<file path="src/rtl/fpga_card_pkg.sv">
`default_nettype none
// ============================================================================
// Module      : fpga_card_pkg
// Description : Shared constants for the card management block: register
//               addresses, fixed read values and STATUS/EVENT bit positions.
// Revision    : 1.0 - initial release
// ============================================================================
package fpga_card_pkg;

  // Register byte addresses (word aligned; address bits [1:0] are ignored)
  localparam logic [15:0] ADDR_ID        = 16'h0000;
  localparam logic [15:0] ADDR_CFG       = 16'h0004;
  localparam logic [15:0] ADDR_SCRATCH   = 16'h0008;
  localparam logic [15:0] ADDR_CTRL      = 16'h000C;
  localparam logic [15:0] ADDR_STATUS    = 16'h0010;
  localparam logic [15:0] ADDR_EVENT     = 16'h0014;
  localparam logic [15:0] ADDR_HEARTBEAT = 16'h0018;

  localparam logic [31:0] CARD_ID       = 32'hF000_1D0F;
  localparam logic [31:0] BAD_ADDR_DATA = 32'hDEAD_BEEF;

  // STATUS / EVENT layout
  localparam int STAT_HMC_LSB       = 0;
  localparam int STAT_GTY_LSB       = 8;
  localparam int STAT_PWR_LSB       = 16;
  localparam int STAT_PCIE_BIT      = 24;
  localparam int STAT_ALL_READY_BIT = 25;
  localparam int EVENT_WIDTH        = 25;

  // CTRL layout
  localparam int CTRL_HMC_LSB    = 0;
  localparam int CTRL_GTY_LSB    = 8;
  localparam int CTRL_IRQ_EN_BIT = 16;

  // Thermometer mask with the low n lanes set (n in 0..8)
  function automatic logic [7:0] lane_mask(input int n);
    logic [7:0] m;
    m = '0;
    for (int i = 0; i < 8; i++) begin
      m[i] = (i < n);
    end
    return m;
  endfunction

endpackage
`default_nettype wire

</file>
<file path="src/rtl/fpga_card_event.sv">
`default_nettype none
// ============================================================================
// Module      : card_event_reg
// Description : Per-bit rising-edge detector feeding a sticky write-1-to-clear
//               event register. A new rise beats a simultaneous clear.
// Revision    : 1.0 - initial release
// ============================================================================
module card_event_reg #(
  parameter int WIDTH = 25
) (
  input  logic             clk_i,
  input  logic             rst_n_i,
  input  logic [WIDTH-1:0] status_i,
  input  logic             clr_i,
  input  logic [WIDTH-1:0] clr_mask_i,
  output logic [WIDTH-1:0] event_o
);

  logic [WIDTH-1:0] status_q;
  logic [WIDTH-1:0] event_q;
  logic [WIDTH-1:0] event_d;
  logic [WIDTH-1:0] rise_w;

  // Next event state: clear requested bits first, then OR in new rises so a set wins
  always_comb begin
    rise_w  = status_i & ~status_q;
    event_d = event_q;
    if (clr_i) begin
      event_d = event_d & ~clr_mask_i;
    end
    event_d = event_d | rise_w;
  end

  // Previous-sample and sticky event registers
  always_ff @(posedge clk_i or negedge rst_n_i) begin
    if (!rst_n_i) begin
      status_q <= '0;
      event_q  <= '0;
    end else begin
      status_q <= status_i;
      event_q  <= event_d;
    end
  end

  assign event_o = event_q;

endmodule
`default_nettype wire

</file>
<file path="src/rtl/fpga_card.sv">
`default_nettype none
// ============================================================================
// Module      : fpga_card
// Description : Card management register block. Single-cycle host peek/poke
//               into ID, config, scratch, control, live status, sticky events
//               and a heartbeat counter; drives one level interrupt.
// Revision    : 1.0 - initial release
// ============================================================================
module fpga_card
  import fpga_card_pkg::*;
#(
  parameter int NUM_HMC   = 4,
  parameter int NUM_PCIE  = 1,
  parameter int NUM_GTY   = 4,
  parameter int NUM_I2C   = 2,
  parameter int NUM_POWER = 4
) (
  input  logic                 clk_main_a0,
  input  logic                 rst_main_n,
  input  logic                 req_valid,
  input  logic                 req_wr,
  input  logic [15:0]          req_addr,
  input  logic [31:0]          req_wdata,
  output logic                 rsp_valid,
  output logic [31:0]          rsp_rdata,
  input  logic [NUM_HMC-1:0]   hmc_ready,
  input  logic [NUM_GTY-1:0]   gty_link_up,
  input  logic [NUM_POWER-1:0] power_good,
  input  logic                 pcie_link_up,
  output logic [NUM_HMC-1:0]   hmc_enable,
  output logic [NUM_GTY-1:0]   gty_enable,
  output logic                 irq
);

  localparam logic [31:0] CFG_VALUE = {12'd0, 4'(NUM_POWER), 4'(NUM_I2C),
                                       4'(NUM_GTY), 4'(NUM_PCIE), 4'(NUM_HMC)};
  // Writable CTRL bits: implemented HMC lanes, implemented GTY lanes, irq_en
  localparam logic [31:0] CTRL_MASK = {15'd0, 1'b1, lane_mask(NUM_GTY), lane_mask(NUM_HMC)};

  logic [31:0] scratch_q, scratch_d;
  logic [31:0] ctrl_q, ctrl_d;
  logic [31:0] heartbeat_q, heartbeat_d;
  logic        rsp_valid_q, rsp_valid_d;
  logic [31:0] rsp_rdata_q, rsp_rdata_d;
  logic        irq_q, irq_d;

  logic [15:0]            addr_w;
  logic                   wr_en_w;
  logic                   evt_clr_w;
  logic [25:0]            status_w;
  logic [EVENT_WIDTH-1:0] event_w;
  logic [31:0]            rd_mux_w;
  logic                   unused_addr_lsbs_w;

  assign addr_w             = {req_addr[15:2], 2'b00};
  assign unused_addr_lsbs_w = ^req_addr[1:0];
  assign wr_en_w            = req_valid & req_wr;
  assign evt_clr_w          = wr_en_w && (addr_w == ADDR_EVENT);

  // Assemble the live STATUS word from the card inputs
  always_comb begin
    status_w = '0;
    status_w[STAT_HMC_LSB +: NUM_HMC]   = hmc_ready;
    status_w[STAT_GTY_LSB +: NUM_GTY]   = gty_link_up;
    status_w[STAT_PWR_LSB +: NUM_POWER] = power_good;
    status_w[STAT_PCIE_BIT]             = pcie_link_up;
    status_w[STAT_ALL_READY_BIT]        = (&hmc_ready) & (&gty_link_up) &
                                          (&power_good) & pcie_link_up;
  end

  card_event_reg #(
    .WIDTH(EVENT_WIDTH)
  ) u_event (
    .clk_i      (clk_main_a0),
    .rst_n_i    (rst_main_n),
    .status_i   (status_w[EVENT_WIDTH-1:0]),
    .clr_i      (evt_clr_w),
    .clr_mask_i (req_wdata[EVENT_WIDTH-1:0]),
    .event_o    (event_w)
  );

  // Read data mux, sampled in the request cycle
  always_comb begin
    rd_mux_w = BAD_ADDR_DATA;
    case (addr_w)
      ADDR_ID:        rd_mux_w = CARD_ID;
      ADDR_CFG:       rd_mux_w = CFG_VALUE;
      ADDR_SCRATCH:   rd_mux_w = scratch_q;
      ADDR_CTRL:      rd_mux_w = ctrl_q;
      ADDR_STATUS:    rd_mux_w = {6'd0, status_w};
      ADDR_EVENT:     rd_mux_w = {{(32-EVENT_WIDTH){1'b0}}, event_w};
      ADDR_HEARTBEAT: rd_mux_w = heartbeat_q;
      default:        rd_mux_w = BAD_ADDR_DATA;
    endcase
  end

  // Next-state for writable registers, heartbeat, response and interrupt
  always_comb begin
    scratch_d   = scratch_q;
    ctrl_d      = ctrl_q;
    heartbeat_d = heartbeat_q + 32'd1;
    rsp_valid_d = req_valid;
    rsp_rdata_d = (req_valid && !req_wr) ? rd_mux_w : 32'd0;
    irq_d       = ctrl_q[CTRL_IRQ_EN_BIT] & (|event_w);
    if (wr_en_w && (addr_w == ADDR_SCRATCH)) begin
      scratch_d = req_wdata;
    end
    if (wr_en_w && (addr_w == ADDR_CTRL)) begin
      ctrl_d = req_wdata & CTRL_MASK;
    end
  end

  // Register state; reset drops any pending response immediately
  always_ff @(posedge clk_main_a0 or negedge rst_main_n) begin
    if (!rst_main_n) begin
      scratch_q   <= '0;
      ctrl_q      <= '0;
      heartbeat_q <= '0;
      rsp_valid_q <= 1'b0;
      rsp_rdata_q <= '0;
      irq_q       <= 1'b0;
    end else begin
      scratch_q   <= scratch_d;
      ctrl_q      <= ctrl_d;
      heartbeat_q <= heartbeat_d;
      rsp_valid_q <= rsp_valid_d;
      rsp_rdata_q <= rsp_rdata_d;
      irq_q       <= irq_d;
    end
  end

  assign rsp_valid  = rsp_valid_q;
  assign rsp_rdata  = rsp_rdata_q;
  assign hmc_enable = ctrl_q[CTRL_HMC_LSB +: NUM_HMC];
  assign gty_enable = ctrl_q[CTRL_GTY_LSB +: NUM_GTY];
  assign irq        = irq_q;

endmodule
`default_nettype wire

</file>
<file path="config.mk">
export PLATFORM = sky130hd
export DESIGN_NAME = fpga_card
export DESIGN_NICKNAME = d
export VERILOG_FILES = /design/src/rtl/fpga_card_pkg.sv /design/src/rtl/fpga_card_event.sv /design/src/rtl/fpga_card.sv
export SDC_FILE = /design/constraint.sdc
export NUM_CORES = 1
export LEC_CHECK = 0
export CAP_MARGIN = 5
export CORE_ASPECT_RATIO = 0.5
export CORE_MARGIN = 2
export CORE_UTILIZATION = 53
export DETAILED_ROUTE_END_ITERATION = 8
export PLACE_DENSITY_LB_ADDON = 0.08
export SLEW_MARGIN = 20
export SYNTH_ARGS = -nofsm -noshare
export SYNTH_HDL_FRONTEND = slang
export SYNTH_SLANG_ARGS = --single-unit
</file>
<file path="constraint.sdc">
create_clock -name clk_main_a0 -period 2.1 [get_ports clk_main_a0]
set_clock_uncertainty 0.1 [all_clocks]
set_input_delay 0.21 -clock clk_main_a0 [delete_from_list [all_inputs] [get_ports clk_main_a0]]
set_output_delay 0.21 -clock clk_main_a0 [all_outputs]
set_load 0.1 [all_outputs]
</file>
# Word level (Yosys, flattened, before mapping)
# Index checks and enable logic that the tools add are counted.
word_totals:
  reg_bits: 145
  latchBits: 0
  mem_bits_rw: 0
  romBits: 0
  output_inout_bits: 42
  word_cells: 38
  mem_count: 0
classes:
  add_sub_neg: 1
  multipliers: 0
  div: 0
  magnitude_cmp: 0
  eq_ne: 6
  shifts: 0
  muxes: 3
  bitwise: 10
  n_reduce_logical: 10
ops:
  columns: ["cell", "n"]
  rows:
  - ["one-hot mux 32 bit (7 select lines)", 1]
  - ["AND 25 bit", 2]
  - ["NOT 25 bit", 2]
  - ["== test 14 x 3 -> 1 bit, second input constant", 3]
  - ["adder 32 x 1 -> 32 bit, second input constant", 1]
  - ["two-way mux 32 bit", 1]
  - ["== test 14 x 2 -> 1 bit, second input constant", 2]
  - ["two-way mux 25 bit", 1]
  - ["OR 25 bit", 1]
  - ["OR reduction 25 bit", 1]
  - ["logical NOT 16 bit", 1]
  - ["== test 14 x 1 -> 1 bit, second input constant", 1]
  - ["AND reduction 4 bit", 3]
  - ["AND 1 bit", 5]
  - ["logical AND 1 bit", 4]
  - ["logical NOT 1 bit", 1]

# Longest topological paths before layout
depth:
  word_depth: 6
  depth_mapped: 7
  depth_no_buf: 5

# By module
# A second synthesis with hierarchy kept.
hier_totals:
  hier_cells: 581
  hier_area_um2: 6776.5
by_module_without_submodules:
  columns: ["module", "n_inst", "cells_per_inst", "area_per_inst_um2", "seq_area_each_um2"]
  rows:
  - ["fpga_card", 1, 453, 5077.4, 2677.6]
  - ["card_event_reg", 1, 128, 1699.1, 1251.2]

# Worst setup path before layout
# Ideal clock, no wire load.
synth_timing:
  path_type: "input to register"
  start: "input req_addr[11]"
  end: "register scratch_q[10]"
  t_arrival_ns: 2.030
  path_slack_ns: -0.158
  cell_stages: 7
  path_cell_list: "or4_1 > buf_2 > nor4b_4 > and2_1 > buf_4 > buf_8 > mux2_1"
synth_via:
  elab_chain_len: 2
synth_lines:
  columns: ["element", "line", "text"]
  rows:
  - ["start, declared", "fpga_card.sv:22", "input logic [15:0] req_addr,"]
  - ["== test 14 x 2 -> 1 bit", "fpga_card.sv:105", "if (wr_en_w && (addr_w == ADDR_SCRATCH)) begin"]
  - ["logical AND 1 bit", "fpga_card.sv:105", null]
  - ["end signal, assigned", "fpga_card.sv:123", "scratch_q <= scratch_d;"]
  - ["end, declared", "fpga_card.sv:40", "logic [31:0] scratch_q, scratch_d;"]
# No other way between the ends.
# A chain may end at the register's enable or synchronous reset.

# Worst setup path after layout
layout_timing:
  start: "input req_addr[12]"
  end: "register ctrl_q[0]"
layout_via:
  elab_chain_len: 2
layout_lines:
  columns: ["element", "line", "text"]
  rows:
  - ["== test 14 x 2 -> 1 bit", "fpga_card.sv:108", "if (wr_en_w && (addr_w == ADDR_CTRL)) begin"]
  - ["logical AND 1 bit", "fpga_card.sv:108", null]
  - ["end signal, assigned", "fpga_card.sv:124", "ctrl_q <= ctrl_d;"]
  - ["end, declared", "fpga_card.sv:41", "logic [31:0] ctrl_q, ctrl_d;"]
# No other way between the ends.

==> results.yml <==
synth:
  seq_area_frac_synth: 0.5648
  synthXorXnorAreaFrac: 0.04090
  syn_area_um2: 6425
  synth.distinct_cells: 53
  yosys_warnings: 0
  ys_ff_latch: 145
  syn_inst: 537
  async_flop_share: 1.000
  syn_nets: 603
  ys.flop_type: "dfrtp_1"
  synth_top_family_by_area: "simple AND/OR/NAND/NOR gates"
  synth_adder_area_share: 0.001947
  synth.area.mux_share: 0.09464
  synth_compound_gate_area_share: 0.1176
  synth_area_per_cell_um2: 11.96
  synth_edf_count: 0
  synth-simple-area-share: 0.1313
power:
  pwr-share-seq: 0.443
  power_density_nw_per_um2: 761.0
  ir_worst_vdd_uv: 383.4
  switching_share: 0.2659
  clockPowerShare: 0.462
  combPwrFrac: 0.096
  p_leak_nw: 3.891
  p_int_mw: 4.713
  power_mw: 6.420
  netSwitchingPower_mw: 1.707
die:
  ioPinCount: 107
  placementRows: 28
  fp.dieW_um: 159.7
  core-area_um2: 11810
  dieArea_um2: 13070
  start_util: 0.5442
  die_h_um: 81.86
layout:
  fillers: 856
  drive_gt1_frac: 0.2317
  n_antenna_cell: 0
  nets: 735
  final_cells: 847
  areaGrowthSynthToFinish_pct: 31.31
sta:
  worst_pin_slew_ps: 506.6
  period_share: 0.9818
  final-max-slew-violation-count: 0
  hold_viol_final: 0
  setup_viol: 0
  relSlewSlack: 0.6623
  fin_crit_ps: 2062
  timing.fmax_mhz: 485.0
  rsz0062_at_grt: "false"
critical_path:
  worst-r2r-setup-slack_ps: 190
  worst_setup_path_start_kind: "primary input"
  cpPeakStageDelay_ps: 570
  end_kind: "flip-flop"
  cp_cell_sequence: "clkdlybuf4s50_1 -> or4_4 -> buf_6 -> nor3_2 -> and3_4 -> buf_12 -> mux2_2"
  worstPathMaxFanout: 9
  cp.buffers_inverters: 3
  r2r-end: "heartbeat_q[24]$_DFF_PN0_"
  worstReg2RegStart: "heartbeat_q[0]$_DFF_PN0_"
  cp.arrival_ps: 2260
  slowest_stage: "or4_4"
  crit_family: "simple AND/OR/NAND/NOR gates"
  worst-setup-path-type: "primary input to flip-flop"
  worst_ep_required_time_ps: 2300
  reg2reg_depth: 5
route:
  drc: 0
  routed-via-count: 4972
  drt_iter0_drc: 414
  dr.pass1.iters: 5
  via_per_inst: 5.870
  wirelength_um: 17530
  wire_per_inst_um: 20.69
  postRouteAntennaNets: 0
min_path:
  hp-class: "primary input to async pin"
place:
  place_congestion: 0.8720
  place_inst: 813
  hpwl_um: 12250
  io_buffer_count: 104
clock_tree:
  post_cts_buffers: 0
  clock_sinks: 145
  cts_made_buffers: 17
  path_clk_slew_ps: 60
  cts-root-buf: "clkbuf_16"
  insertion_delay_ps: 420
  ctsHtreeMaxLevel: 4
  cts_tree: "yes"
  max-clock-path-buffers: 2
global_route:
  grt_usage: 0.2842
  grt_pass1_wl_um: 27600
  overflow: 0
  grt_pass1_vias: 4808
  grt_max_degree: 55
  antenna_found_initial: 0
run:
  maxCapViolCount: 0
status:
  status: "completed"
[cell usage after synthesis (11+ instances only)]
cell type / n / area (µm²)
inv_1: 20 / 75.07
mux2_1: 30 / 337.8
xnor2_1: 22 / 192.7
clkbuf_1: 12 / 45.04
a21boi_0: 13 / 97.59
a22oi_1: 18 / 135.1
buf_2: 11 / 55.05
mux2_2: 16 / 180.2
a21oi_1: 14 / 70.07
nand4_1: 13 / 81.33
a22o_1: 12 / 105.1
nand2_1: 27 / 101.4
nand3_1: 27 / 135.1
dfrtp_1: 145 / 3628
a31oi_1: 16 / 100.1
[layer usage]
metal | up-vias | track usage | part of all wire
met4 | 0 | 0.07364 | 0.0083
met5 | - | 0 | 0
met3 | 17 | 0.05808 | 0.073
met1 | 2533 | 0.4235 | 0.48
li1 | 2218 | - | -
met2 | 204 | 0.4286 | 0.44
[cell families after synthesis]
| kind of cell | Yosys count |
|---|---|
| buffers and inverters | 62 |
| AO/OA/AOI/OAI | 103 |
| adder cells (fa/ha/maj) | 1 |
| AND/OR/NAND/NOR | 141 |
| multiplexers | 55 |
| XOR/XNOR | 30 |
| flip-flops | 145 |
[what timing repair did]
item,4_1_cts,5_1_grt
cloned,1,0
endpoints found under the setup margin,20,36
hold endpoints to repair,44,0
hold buffers,1,0
pin swaps,1,6
gates resized for setup,3,12
[cell type report]
class / instances / area, µm² / area share
clock inverter: 15 / 148.9 / 0.01765
multi-input combinational: 330 / 2542 / 0.3013
inverter: 20 / 75.07 / 0.008898
timing repair buffer: 155 / 1410 / 0.1671
clock buffer: 17 / 425.4 / 0.05042
sequential: 145 / 3628 / 0.4301
tap: 165 / 206.4 / 0.02447
[layout by cell type, fill, tap and decap left out, drive strengths merged, types with 3 or more instances in the layout]
| cell | instances |
|---|---|
| a31oi | 16 |
| and2 | 7 |
| mux2 | 46 |
| and4 | 6 |
| clkinvlp | 4 |
| buf | 93 |
| o2bb2ai | 7 |
| nor4bb | 3 |
| nand3 | 27 |
| a32oi | 3 |
| a222oi | 5 |
| a21boi | 13 |
| nor3 | 12 |
| mux2i | 9 |
| a22oi | 18 |
| clkbuf | 17 |
| nand2 | 27 |
| and3 | 10 |
| a22o | 12 |
| nor2 | 9 |
| xnor2 | 22 |
| nand4 | 13 |
| a21oi | 14 |
| nor4b | 4 |
| clkdlybuf4s50 | 61 |
| nor4 | 8 |
| nand2b | 3 |
| dfrtp | 145 |
| nor2b | 3 |
| xor2 | 8 |
| inv | 28 |
| o21ai | 3 |
[worst max path at each step]
stage                            start                   endpoint  slack, ps  cells past startpoint
after CTS                 req_addr[11]    rsp_rdata[21]$_DFF_PN0_         10                      8
after global placement    req_addr[11]    rsp_rdata[27]$_DFF_PN0_       -480                      8
final                     req_addr[12]      ctrl_q[0]$_DFFE_PN0P_         40                      7
after global routing      req_addr[12]    rsp_rdata[27]$_DFF_PN0_          5                      8
after detailed placement  req_addr[11]    rsp_rdata[12]$_DFF_PN0_       -470                      7
after floorplan            req_addr[7]  scratch_q[10]$_DFFE_PN0P_       -120                      7
[power groups by stage]
stage / logic [mW] / clock network (mW) / registers [mW]
after global placement: 0.604 / 0 / 2.89
after global routing: 0.650 / 3.14 / 2.84
after floorplan: 0.104 / 0 / 3.08
after detailed placement: 0.606 / 0 / 2.89
after CTS: 0.612 / 2.99 / 2.84
final: 0.615 / 2.96 / 2.84
[registers in the layout, summed over array words and instances (netlist names)]
name              count
heartbeat_q          32
irq                   1
rsp_rdata            32
rsp_valid             1
u_event.event_o      25
ctrl_q                9
scratch_q            32
u_event.status_q     13
[metrics by stage]
step / TNS, ps / hold WS, ps / cell area (µm²) / util / setup slack (ps)
after floorplan: -4127 / -185.6 / 6439 / - / -119.7
after global placement: -34230 / 68.25 / 7782 / 0.6592 / -481.3
after detailed placement: -35980 / 68.12 / 7782 / 0.6592 / -468.2
after CTS: 0 / 187.4 / 8397 / 0.7112 / 12.70
after global routing: 0 / 206.4 / 8437 / 0.7146 / 5.097
final: 0 / 180.9 / 8437 / 0.7146 / 38.20
Note: power is estimated with default switching activity, not from simulation.
